`src/rtl/bram_stream_reader_if.sv`:
```
// Bundle of the command/status, RAM read-port and byte-stream signals of bram_stream_reader.
// The master modport is the reader itself; the slave modport is its environment (commander, RAM, consumer).
interface bram_stream_reader_if #(
    parameter int ADDR_W = 10,
    parameter int DATA_W = 8
);
    logic              start;
    logic [ADDR_W-1:0] start_addr;
    logic [ADDR_W:0]   length;
    logic              abort;
    logic              busy;
    logic              done;

    logic              rd_en;
    logic [ADDR_W-1:0] rd_addr;
    logic [DATA_W-1:0] rd_data;

    // Stream handshake: a byte moves on every rising edge where out_valid && out_ready;
    // once out_valid is high, out_data/out_last hold until that transfer (or an abort/reset).
    logic              out_valid;
    logic              out_ready;
    logic [DATA_W-1:0] out_data;
    logic              out_last;

    modport master (
        input  start, start_addr, length, abort, rd_data, out_ready,
        output busy, done, rd_en, rd_addr, out_valid, out_data, out_last
    );

    modport slave (
        output start, start_addr, length, abort, rd_data, out_ready,
        input  busy, done, rd_en, rd_addr, out_valid, out_data, out_last
    );
endinterface

```
`src/rtl/bram_stream_reader.sv`:
```
// Walks a contiguous (wrapping) RAM address range, one read per cycle into a 1-cycle-latency port,
// and re-times the returned bytes through a 2-entry FIFO into a valid/ready byte stream.
module bram_stream_reader #(
    parameter int ADDR_W = 10,
    parameter int DATA_W = 8
) (
    input  logic                  clk,
    input  logic                  rst_n,
    bram_stream_reader_if.master  bus,
    output logic [1:0]            o_state,
    output logic [1:0]            o_occ
);

    typedef enum logic [1:0] {
        S_IDLE  = 2'd0,
        S_RUN   = 2'd1,
        S_DRAIN = 2'd2
    } state_t;

    localparam logic [ADDR_W:0] LEN_MAX = {1'b1, {ADDR_W{1'b0}}};

    state_t            r_state;
    state_t            w_state_next;

    logic [ADDR_W-1:0] r_addr;
    logic [ADDR_W:0]   r_remaining;
    logic              r_inflight;
    logic              r_inflight_last;
    logic              r_done;
    logic              w_done_next;

    logic [DATA_W-1:0] r_fifo_data [2];
    logic [1:0]        r_fifo_last;
    logic              r_wr_ptr;
    logic              r_rd_ptr;
    logic [1:0]        r_occ;

    logic              w_start_ok;
    logic              w_abort;
    logic              w_pop;
    logic              w_push;
    logic              w_issue;
    logic [2:0]        w_occ_after;
    logic [ADDR_W:0]   w_len_clamped;

    assign w_len_clamped = (bus.length > LEN_MAX) ? LEN_MAX : bus.length;
    assign w_start_ok    = (r_state == S_IDLE) && bus.start;
    assign w_abort       = bus.abort && (r_state != S_IDLE);
    assign w_pop         = (r_occ != 2'd0) && bus.out_ready;
    assign w_push        = r_inflight && !w_abort;

    // Occupancy once this cycle's landing read and pop are accounted for; a new read is only
    // issued if its byte is guaranteed a FIFO slot when it lands.
    assign w_occ_after   = {1'b0, r_occ} + {2'b00, r_inflight} - {2'b00, w_pop};
    assign w_issue       = (r_state == S_RUN) && (r_remaining != '0) && !bus.abort
                           && (w_occ_after < 3'd2);

    always_ff @(posedge clk) begin
        if (!rst_n) begin
            r_state <= S_IDLE;
        end else begin
            r_state <= w_state_next;
        end
    end

    always_comb begin
        w_state_next = r_state;
        w_done_next  = 1'b0;
        case (r_state)
            S_IDLE: begin
                if (bus.start) begin
                    if (bus.length == '0) begin
                        w_done_next = 1'b1;
                    end else begin
                        w_state_next = S_RUN;
                    end
                end
            end
            S_RUN: begin
                if (bus.abort) begin
                    w_state_next = S_IDLE;
                end else if (r_remaining == '0) begin
                    w_state_next = S_DRAIN;
                end else if (w_issue && (r_remaining == (ADDR_W+1)'(1))) begin
                    w_state_next = S_DRAIN;
                end
            end
            S_DRAIN: begin
                if (bus.abort) begin
                    w_state_next = S_IDLE;
                end else if (!r_inflight && (w_occ_after == 3'd0)) begin
                    w_state_next = S_IDLE;
                    w_done_next  = 1'b1;
                end
            end
            default: begin
                w_state_next = S_IDLE;
            end
        endcase
    end

    always_ff @(posedge clk) begin
        if (!rst_n) begin
            r_addr          <= '0;
            r_remaining     <= '0;
            r_inflight      <= 1'b0;
            r_inflight_last <= 1'b0;
            r_done          <= 1'b0;
        end else begin
            r_done     <= w_done_next;
            r_inflight <= w_issue;
            if (w_start_ok && (bus.length != '0)) begin
                r_addr      <= bus.start_addr;
                r_remaining <= w_len_clamped;
            end else if (w_issue) begin
                r_addr          <= r_addr + ADDR_W'(1);
                r_remaining     <= r_remaining - (ADDR_W+1)'(1);
                r_inflight_last <= (r_remaining == (ADDR_W+1)'(1));
            end
        end
    end

    // An abort flushes the FIFO and drops the read landing in the same cycle.
    always_ff @(posedge clk) begin
        if (!rst_n) begin
            r_fifo_data[0] <= '0;
            r_fifo_data[1] <= '0;
            r_fifo_last    <= '0;
            r_wr_ptr       <= 1'b0;
            r_rd_ptr       <= 1'b0;
            r_occ          <= '0;
        end else if (w_abort) begin
            r_wr_ptr <= 1'b0;
            r_rd_ptr <= 1'b0;
            r_occ    <= '0;
        end else begin
            if (w_push) begin
                r_fifo_data[r_wr_ptr] <= bus.rd_data;
                r_fifo_last[r_wr_ptr] <= r_inflight_last;
                r_wr_ptr              <= ~r_wr_ptr;
            end
            if (w_pop) begin
                r_rd_ptr <= ~r_rd_ptr;
            end
            r_occ <= w_occ_after[1:0];
        end
    end

    assign bus.busy      = (r_state != S_IDLE);
    assign bus.done      = r_done;
    assign bus.rd_en     = w_issue;
    assign bus.rd_addr   = r_addr;
    assign bus.out_valid = (r_occ != 2'd0);
    assign bus.out_data  = r_fifo_data[r_rd_ptr];
    assign bus.out_last  = r_fifo_last[r_rd_ptr];

    assign o_state = r_state;
    assign o_occ   = r_occ;

endmodule

```
`src/flat_wrapper.sv`:
```
// flat-port wrapper written by rule: the top's interface ports become plain ports
module bram_stream_reader_flat 
#(
    parameter int ADDR_W = 10,
    parameter int DATA_W = 8
)
  (clk, rst_n, o_state, o_occ, bus_start, bus_start_addr, bus_length, bus_abort, bus_rd_data, bus_out_ready, bus_busy, bus_done, bus_rd_en, bus_rd_addr, bus_out_valid, bus_out_data, bus_out_last);
  bram_stream_reader_if #(.ADDR_W(ADDR_W), .DATA_W(DATA_W)) bus_i ();
  input  logic clk;
  input  logic rst_n;
  output logic [1:0] o_state;
  output logic [1:0] o_occ;
  input wire logic [$bits(bus_i.start)-1:0] bus_start;
  input wire logic [$bits(bus_i.start_addr)-1:0] bus_start_addr;
  input wire logic [$bits(bus_i.length)-1:0] bus_length;
  input wire logic [$bits(bus_i.abort)-1:0] bus_abort;
  input wire logic [$bits(bus_i.rd_data)-1:0] bus_rd_data;
  input wire logic [$bits(bus_i.out_ready)-1:0] bus_out_ready;
  output wire logic [$bits(bus_i.busy)-1:0] bus_busy;
  output wire logic [$bits(bus_i.done)-1:0] bus_done;
  output wire logic [$bits(bus_i.rd_en)-1:0] bus_rd_en;
  output wire logic [$bits(bus_i.rd_addr)-1:0] bus_rd_addr;
  output wire logic [$bits(bus_i.out_valid)-1:0] bus_out_valid;
  output wire logic [$bits(bus_i.out_data)-1:0] bus_out_data;
  output wire logic [$bits(bus_i.out_last)-1:0] bus_out_last;
  assign bus_i.start = bus_start;
  assign bus_i.start_addr = bus_start_addr;
  assign bus_i.length = bus_length;
  assign bus_i.abort = bus_abort;
  assign bus_i.rd_data = bus_rd_data;
  assign bus_i.out_ready = bus_out_ready;
  assign bus_busy = bus_i.busy;
  assign bus_done = bus_i.done;
  assign bus_rd_en = bus_i.rd_en;
  assign bus_rd_addr = bus_i.rd_addr;
  assign bus_out_valid = bus_i.out_valid;
  assign bus_out_data = bus_i.out_data;
  assign bus_out_last = bus_i.out_last;
  bram_stream_reader #(.ADDR_W(ADDR_W), .DATA_W(DATA_W)) u_core (.clk(clk), .rst_n(rst_n), .bus(bus_i), .o_state(o_state), .o_occ(o_occ));
endmodule
```
`config.mk`:
```
export PLATFORM = sky130hd
export DESIGN_NAME = bram_stream_reader_flat
export DESIGN_NICKNAME = d
export VERILOG_FILES = /design/src/rtl/bram_stream_reader_if.sv /design/src/rtl/bram_stream_reader.sv /design/src/flat_wrapper.sv
export SDC_FILE = /design/constraint.sdc
export NUM_CORES = 1
export LEC_CHECK = 0
export BUFFER_PORTS_ARGS = -buffer_cell sky130_fd_sc_hd__buf_2
export CAP_MARGIN = 20
export CORE_MARGIN = 3
export CORE_UTILIZATION = 49
export DETAILED_ROUTE_END_ITERATION = 10
export PLACE_DENSITY = 0.74
export SLEW_MARGIN = 20
export SYNTH_ARGS = -nofsm -noshare
export SYNTH_HDL_FRONTEND = slang
export SYNTH_SLANG_ARGS = --single-unit
export TNS_END_PERCENT = 20
```
`constraint.sdc`:
```
create_clock -name clk -period 7.6 [get_ports clk]
set_clock_uncertainty 0.1 [all_clocks]
set_input_delay 1.14 -clock clk [delete_from_list [all_inputs] [get_ports clk]]
set_output_delay 1.14 -clock clk [all_outputs]
set_load 0.02 [all_outputs]
```
# Word-level counts from Yosys, hierarchy flattened
# Memory sizes are Yosys's and may differ from the RTL's. A register that Yosys moved wholly into a read port is not among the register bits.
# Cells that the tools add are included.
# Widths: inputs -> output; s select.
[word_totals] out_inout_bits=27 regBits=32 mem_bits_rw=16 mem_count=1 wordCells=93 inputBits=34
[classes] n_eq_ne=7 bitwise=5 magnitude_cmp=5 n_reduce_logical=28 mux=33 add_sub_neg=4
[mem_list] name="u_core.r_fifo_data" words=2 width=8 read_ports=1 rd_clocked_by_memory_dff=1 wr=2 line_no="bram_stream_reader.sv:32" rtl="logic [DATA_W-1:0] r_fifo_data [2];"
[ops] cell="$mux 11" n=3
[ops] cell="$logic_not 11->1" n=2
[ops] cell="$reduce_bool 11->1" n=2
[ops] cell="$mux 10" n=2
[ops] cell="$mux 1" n=16
[ops] cell="$mux 2" n=7
[ops] cell="$eq 11x1->1 const B" n=1
[ops] cell="$gt 11x11->1 const B" n=1
[ops] cell="$logic_and 1x1->1" n=11
[ops] cell="$sub 11x1->11 const B" n=1
[ops] cell="$add 10x1->10 const B" n=1
[ops] cell="$mux 8" n=1
[ops] cell="$reduce_or 8->1" n=1
[ops] cell="$pmux 2 s3" n=1
[ops] cell="$reduce_bool 2->1" n=3
[ops] cell="$not 1->1" n=5
[ops] cell="$lt 1x2->1 const B" n=2
[ops] cell="$ne 2x2->1 const B" n=2
[ops] cell="$ne 4x4->1 const B" n=1
[ops] cell="$reduce_and 2->1" n=2
[ops] cell="$reduce_and 4->1" n=1
[ops] cell="$add 2x1->3" n=1
[ops] cell="$logic_not 1->1" n=3
[ops] cell="$logic_not 3->1" n=1
[ops] cell="11 further kinds" n=11

# Logic depth before layout (Yosys ltp)
# Gate-level depths: netlist of the first run.
[logic_depth] depth_word=10 ltp_mapped=14 mapped_depth_nobuf=13

# Least setup slack after synthesis of the first run
# Ideal clock, no wire load.
[synth_timing] path_type="input -> output" from="input port bus_out_ready" to="output port bus_rd_en" slack_ps=2883 arrival_time_ps=3477 path_buffers=1 t_required_ps=6360 path_stages=10 cell_sequence="and2_1 -> ha_1 -> inv_1 -> ha_1 -> fa_1 -> xnor2_1 -> nor3_1 -> nand2_1 -> clkinv_1 -> clkbuf_1"
[synth_between] elab_chain_len=4
[synth_lines] item="start: declaration" line_no="flat_wrapper.sv:18" rtl="input wire logic [$bits(bus_i.out_ready)-1:0] bus_out_ready;"
[synth_lines] item="$logic_and 1x1->1" line_no="bram_stream_reader.sv:49" rtl="assign w_pop = (r_occ != 2'd0) && bus.out_ready;"
[synth_lines] item="$sub 3x1->3" line_no="bram_stream_reader.sv:54" rtl="assign w_occ_after = {1'b0, r_occ} + {2'b00, r_inflight} - {2'b00, w_pop};"
[synth_lines] item="$lt 3x2->1" line_no="bram_stream_reader.sv:56" rtl="&& (w_occ_after < 3'd2);"
[synth_lines] item="$logic_and 1x1->1" line_no="bram_stream_reader.sv:56"
[synth_lines] item="end: declaration" line_no="flat_wrapper.sv:21" rtl="output wire logic [$bits(bus_i.rd_en)-1:0] bus_rd_en;"
# Every way passes these cells.

# Worst setup path after layout of the first run
[layout_timing] from="input port bus_out_ready" to="output port bus_rd_en"
[layout_between] elab_chain_len=4
[layout_lines] item="$logic_and 1x1->1" line_no="bram_stream_reader.sv:49"
[layout_lines] item="named net u_core.w_pop" line_no="bram_stream_reader.sv:40" rtl="logic w_pop;"
[layout_lines] item="$sub 3x1->3" line_no="bram_stream_reader.sv:54"
[layout_lines] item="$lt 3x2->1" line_no="bram_stream_reader.sv:56"
[layout_lines] item="$logic_and 1x1->1" line_no="bram_stream_reader.sv:56"
# The timed path passes the listed nets, and every way through them passes these cells.

==> results of run 1 <==
==> where the power goes <==
part,switching (mW),internal [mW]
Combinational,0.116,0.0737
Sequential,0.0201,0.290
Clock,0.0899,0.0970
==> metrics by stage <==
stage                     instances  util [%]  worst slack (ns)  total power, mW
after floorplan                 275         -              2.88            0.448
after global placement          394      59.4              2.57            0.500
after detailed placement        394      59.4              2.42            0.504
after CTS                       402      61.7              2.43            0.688
after global routing            402      61.8              2.16            0.724
final                           402      61.8              2.39            0.687
==> area by class of cell <==
class | count | share of cell area, %
clock buffers | 5 | 2.30
clock inverters | 3 | 1.38
inverters | 19 | 2.38
multi-input cells | 197 | 42.5
flip-flops and latches | 49 | 38.1
well taps | 67 | 2.80
repair buffers | 62 | 10.5
==> synthesized netlist by cell type (2+ instances only) <==
cell type,count,area share [%]
ha_1,6,3.0
and3_1,7,1.7
clkbuf_1,9,1.3
and4b_1,2,0.79
o21ai_0,12,2.4
or3_1,4,0.99
or4_1,4,1.2
xor2_1,2,0.70
xnor2_1,3,1.0
a31oi_1,9,2.2
o211ai_1,3,0.89
dfxtp_1,33,26
a2bb2oi_1,2,0.70
nor3_1,10,2.0
mux2_2,8,3.6
nor3b_1,2,0.60
inv_1,18,2.7
and2_1,17,4.2
nand2_1,30,4.5
nor4_1,6,1.5
nand3_1,8,1.6
a32oi_1,6,2.1
o31ai_1,2,0.60
nor2_1,13,1.9
a21oi_1,16,3.2
edfxtp_1,16,19
==> routing by layer <==
| layer | wire [um] | GRT usage (%) | vias up |
|---|---|---|---|
| li1 | - | - | 1131 |
| met1 | 2680 | 26.1 | 1047 |
| met2 | 2950 | 33.6 | 52 |
| met3 | 232 | 3.94 | 4 |
| met4 | 42 | 6.05 | 0 |
| met5 | 0 | 0 | - |
==> worst reg2reg max path, cell delays in order (launching register included) <==
cell,delay (ns)
dfxtp_1,0.34
inv_1,0.10
nand2_1,0.06
and2_1,0.18
ha_1,0.28
inv_1,0.04
ha_1,0.18
fa_1,0.38
xnor2_1,0.31
nor3_1,0.18
nand2_1,0.31
clkinv_1,0.51
a221oi_1,0.42
a21boi_0,0.19
==> logic make-up after synthesis <==
kind of cell	synth area share, %
buffers and inverters	4.37
AOI/OAI and AO/OA	17.6
adders and majority gates	4.17
and+or+nand+nor	23.2
DFF	45.3
xor gates and xnor gates	1.74
muxes	3.58
==> registers in the layout, indices dropped and copies added, names as in the netlist, named ones only <==
register	flops
u_core.r_inflight	1
u_core.r_remaining	11
u_core.bus.rd_addr	10
u_core.r_rd_ptr	1
u_core.r_inflight_last	1
u_core.r_fifo_data	16
u_core.o_state	2
u_core.bus.done	1
u_core.o_occ	2
u_core.r_wr_ptr	1
u_core.r_fifo_last	2
==> worst paths after layout <==
check                                            start                endpoint  slack, ns  cells after the start
worst min-delay path            u_core.r_inflight_last  u_core.r_inflight_last       0.40                      2
worst min register to register  u_core.r_inflight_last  u_core.r_inflight_last       0.40                      2
worst max-delay path                     bus_out_ready               bus_rd_en       2.39                     11
worst max register to register         u_core.o_occ[1]   u_core.r_remaining[1]       3.96                     13
==> run summary, run 1 <==
storage element area = 1140 sq um
vias in the first global route = 2084
Placement Cell Area = 2880 sq um
core footprint = 4850 sq um
most frequent cells in the layout = buf_2, dfxtp_1, nand2_1, inv_1, and2_1
TritonRoute pass-1 iters = 4
CP max-delay cell = nor3_1
VDD IR-drop max = 124 uV
post-CTS setup buffers = 0
final setup fails = 0
cells after synthesis = 275
IO Port Bufs = 60
gp weighted congestion = 0.872
NumNets Final = 375
clk_lat worst skew = 0.30 ns
critical path type = primary input to primary output
asr flop ratio synth = 0%
RSZ-0062 raised after global routing = false
Critical Path End Type = primary output
Worst-Margin Slew = 0.874 ns
wire per inst = 14.7 um
mapped cell area = 2520 sq um
total detailed-routing wirelength = 5900 um
H-tree depth = 2
top cell family by delay on the critical path = simple AND/OR/NAND/NOR gates
Post-CTS Hold Buffers = 0
starting density of the core = 52.0%
worst path cell trace = buf_2 > and2_1 > ha_1 > inv_1 > ha_1 > fa_1 > xnor2_1 > nor3_1 > nand2_1 > clkinv_1 > buf_2
max_slew headroom = 41.3%
Die Ht = 77.7 um
Post-synth top flop = dfxtp_1
setup TNS = 0 ns
DRC = 0
CTS root buf = clkbuf_8
commonest non-fill, non-tap cell in the layout = buf_2
Layout area overhead = 18.8%
Die X-Extent = 77.7 um
grt total ovfl = 0
# rows = 25
area of the multi-input gates = 1270 sq um
slowest stage delay, CP = 0.51 ns
Slew Viols, Final = 0
Hold WS = 0.397 ns
CP Launch Type = primary input
Netlist cell types = 53
Antenna Nets Post-Route = 0
layout cell share with drive strength beyond 1 = 24.2%
flops & latches, synth = 49
Post-Syn Nets = 316
CTS tree = built
Avg Inst Size Synth = 9.16 sq um
PwrDens = 229 nW/um^2
global-route wire length before repair = 9850 um
outcome = complete, no violations
period utilisation layout = 68.6%
DP Wirelength = 4260 um
Post-synth EDFFs = 16
Die ar. = 6040 sq um
post-detailed-route via-to-cell ratio = 5.56
synth warn = 0
number of hold violations in the final report = 0
Inserted Clock Buffers = 5
worst endpoint required time = 6.36 ns
n_diodes = 0
IO Pins = 61
hold crit path type = register to register
initial antenna violation count = 0
min Tclk post-route = 5.21 ns
GRT Total Usage = 20.1%
Iteration-0 DRC Markers = 97
CTS sink cnt = 49
clock edge transition at the registers on the reported setup and hold paths = 0.09 ns
largest net degree at the start of global routing = 24
Critical path buffers and inverters = 4
Max Clock Freq = 192 MHz
Leak = 1.27 nW
Critical Path AT = 3.97 ns
post-route cell area = 2990 sq um
CP Max Fanout = 17
clock buffer depth = 2
Filler Cell Count = 432
via count = 2234
max-cap violations = 0
register area share after synthesis = 45.3%
post-CTS sizing = 0
Note: power is estimated with default switching activity, not from simulation.
==> inputs of run 2 (changes only) <==
--- a/config.mk
+++ b/config.mk
@@ -5,12 +5,13 @@
 export SDC_FILE = /design/constraint.sdc
 export NUM_CORES = 1
 export LEC_CHECK = 0
+export ABC_AREA = 1
 export BUFFER_PORTS_ARGS = -buffer_cell sky130_fd_sc_hd__buf_2
 export CAP_MARGIN = 20
 export CORE_MARGIN = 3
 export CORE_UTILIZATION = 49
 export DETAILED_ROUTE_END_ITERATION = 10
-export PLACE_DENSITY = 0.74
+export PLACE_DENSITY = 0.76
 export SLEW_MARGIN = 20
 export SYNTH_ARGS = -nofsm -noshare
 export SYNTH_HDL_FRONTEND = slang
==> constraint.sdc (replaced) <==
create_clock -name clk -period 4.69 [get_ports clk]
set_clock_uncertainty 0.1 [all_clocks]
set_input_delay 0.7035 -clock clk [delete_from_list [all_inputs] [get_ports clk]]
set_output_delay 0.7035 -clock clk [all_outputs]
set_load 0.02 [all_outputs]
==> run 2 against run 1 <==
Design area grew 11%; total power is 65% higher; global-route usage is 2.1 points lower; clock-buffer cell count is the same; die area grew 14%; register-to-register slack worse by 2.1 ns; worst hold slack lost 0.022 ns; sequential power grew 64%; wire length up 2.1%; via count grew 16%.
==> run summary, run 2 <==
outcome = complete, no violations
VDD IR-drop max = 184 uV (+49%)
grt total ovfl = 0 (unchanged)
IO Port Bufs = 60 (unchanged)
commonest non-fill, non-tap cell in the layout = nand2_1
post-synth top area share = 22.7% (-3.5 points)
mapped cell area = 2910 sq um (+16%)
Critical Path End Type = primary output
Post-synth top flop = dfxtp_1
# rows = 27 (+8.0%)
setup TNS = 0 ns (unchanged)
most frequent cells in the layout = nand2_1, inv_1, nor2_1, buf_2, nand3_1
Final WS setup = 1.02 ns (-1.36 ns)
critical path type = register to primary output
Inserted Clock Buffers = 5 (unchanged)
initial antenna violation count = 0 (unchanged)
Reg-to-Reg End = u_core.bus.rd_addr[1]
global routing's busiest layer = met2
max-cap violations = 0 (unchanged)
TritonRoute pass-1 iters = 4 (unchanged)
period utilisation layout = 78.2%
Slew Viols, Final = 0 (unchanged)
starting density of the core = 51.6% (-0.34 points)
NumNets Final = 504 (+34%)
max FFs per register = 16 (unchanged)
CTS sink cnt = 49 (unchanged)
post-CTS setup buffers = 0 (unchanged)
register area share after synthesis = 39.2% (-6.1 points)
R2R depth = 16 (+3)
H-tree depth = 2 (unchanged)
Post-CTS Hold Buffers = 0 (unchanged)
Max Clock Freq = 273 MHz
hold crit path type = register to register
ranking of synthesized cells by area = dfxtp_1, edfxtp_1, nand2_1
number of hold violations in the final report = 0 (unchanged)
IO Pins = 61 (unchanged)
final setup fails = 0 (unchanged)
GR Layer Usage met1 = 23.1% (-3.0 points)
clock edge transition at the registers on the reported setup and hold paths = 0.09 ns (about the same)
Die X-Extent = 83.1 um (+6.9%)
CP Max Fanout = 18 (+1)
hold_sp = u_core.r_inflight_last
synth warn = 0 (unchanged)
post-CTS sizing = 0 (unchanged)
Place WS = 1.05 ns (-1.37 ns)
gp weighted congestion = 0.849 (-2.6%)
n_diodes = 0 (unchanged)
Die ar. = 6910 sq um (+14%)
vias in the first global route = 2421 (+16%)
Hold Crit Endpoint = u_core.r_inflight_last
Worst R2R Start = u_core.o_occ[1]
CTS root buf = clkbuf_8
Netlist cell types = 33 (-38%)
RSZ-0062 raised after global routing = false
clock buffer depth = 2 (unchanged)
hold depth = 2 (unchanged)
post-detailed-route via-to-cell ratio = 4.85 (-13%)
largest net degree at the start of global routing = 24 (unchanged)
Die Ht = 83.1 um (+6.9%)
Leak = 1.70 nW (+34%)
via count = 2598 (+16%)
Reg2Reg Setup Slack = 1.83 ns (-2.13 ns)
min Tclk post-route = 3.67 ns
count leader, synth = nand2_1
Critical Path AT = 2.86 ns (-1.11 ns)
DP Wirelength = 4500 um (+5.8%)
core footprint = 5640 sq um (+16%)
Antenna Nets Post-Route = 0 (unchanged)
flops & latches, synth = 49 (unchanged)
Post-Syn Nets = 447 (+41%)
met2 Use GR = 31.5% (-2.2 points)
layout cell share with drive strength beyond 1 = 20.5% (-3.7 points)
Avg Inst Size Synth = 7.17 sq um (-22%)
CP Launch Type = register
clk_lat worst skew = 0.30 ns (about the same)
dominant cell type by area after synthesis = dfxtp_1
worst endpoint required time = 3.89 ns (-2.47 ns)
global-route wire length before repair = 10500 um (+6.7%)
DRC = 0 (unchanged)
total detailed-routing wirelength = 6020 um (+2.1%)
met3 Use GR = 3.37% (-0.57 points)
cells after synthesis = 406 (+48%)
Iteration-0 DRC Markers = 135 (+39%)
Layout area overhead = 14.2%
asr flop ratio synth = 0% (unchanged)
synth cell count leaders = nand2_1, inv_1, nor2_1
PwrDens = 340 nW/um^2 (+48%)
Post-synth EDFFs = 16 (unchanged)
Worst-Margin Slew = 0.483 ns (-0.391 ns)
GRT Total Usage = 18.0% (-2.1 points)
wire per inst = 11.2 um (-23%)
CTS tree = built
register with the most flip-flops = u_core.r_fifo_data
max_slew headroom = 67.7% (+26 points)
-- run 2: worst max-delay path, stage by stage (launching register included) --
cell     delay [ns]
dfxtp_1        0.33
inv_1          0.11
nand2_1        0.08
nand2_1        0.07
inv_1          0.06
ha_1           0.27
inv_1          0.04
ha_1           0.18
fa_1           0.43
inv_1          0.08
nand3_1        0.07
inv_1          0.15
nand3_4        0.23
inv_2          0.24
buf_2          0.20
-- run 2: layer usage --
layer / up-vias / part of all wire, % / wire length [um]
met5: - / 0 / 0
met4: 0 / 0.70 / 42
met3: 5 / 6.0 / 359
met2: 73 / 47 / 2820
met1: 1139 / 47 / 2800
li1: 1381 / - / -
-- run 2: kinds of logic after synthesis --
group / share of synthesized area (%)
muxes: 3.09
and+or+nand+nor: 35.0
AOI/OAI and AO/OA: 6.23
adders and majority gates: 3.26
buffers and inverters: 11.2
xor gates and xnor gates: 2.10
DFF: 39.2
-- run 2: cell type report --
cell class,count,area [sq um]
inverter,69,259
tap,72,90.1
clock inverter,3,21.3
timing repair buffer,60,300
sequential,49,1140
clock buffer,5,68.8
multi-input combinational,278,1450
fill,535,2310
-- run 2: how the worst max path moves through the flow --
stage | startpoint | end | slack (ns) | cells after the start
floorplan | u_core.o_occ[1] | bus_rd_en | 1.58 | 13
global placement | bus_out_ready | bus_rd_en | 1.12 | 13
detailed placement | bus_out_ready | bus_rd_en | 1.05 | 13
CTS | u_core.o_occ[1] | bus_rd_en | 1.0 | 14
global route | u_core.o_occ[1] | bus_rd_en | 0.74 | 14
finish | u_core.o_occ[1] | bus_rd_en | 1.02 | 14
-- run 2: through the flow --
stage | util, % | instances | area [sq um] | hold WS (ns) | power, mW
floorplan | - | 406 | 2910 | 0.341 | 0.800
detailed placement | 57.4 | 528 | 3240 | 0.361 | 0.886
global route | 59.0 | 536 | 3330 | 0.419 | 1.21
CTS | 59.0 | 536 | 3330 | 0.381 | 1.14
finish | 59.0 | 536 | 3330 | 0.376 | 1.13
global placement | 57.4 | 528 | 3240 | 0.362 | 0.878
-- run 2: power by group --
group	internal, mW	switching [mW]
Sequential	0.474	0.0325
Combinational	0.132	0.237
Clock	0.106	0.149
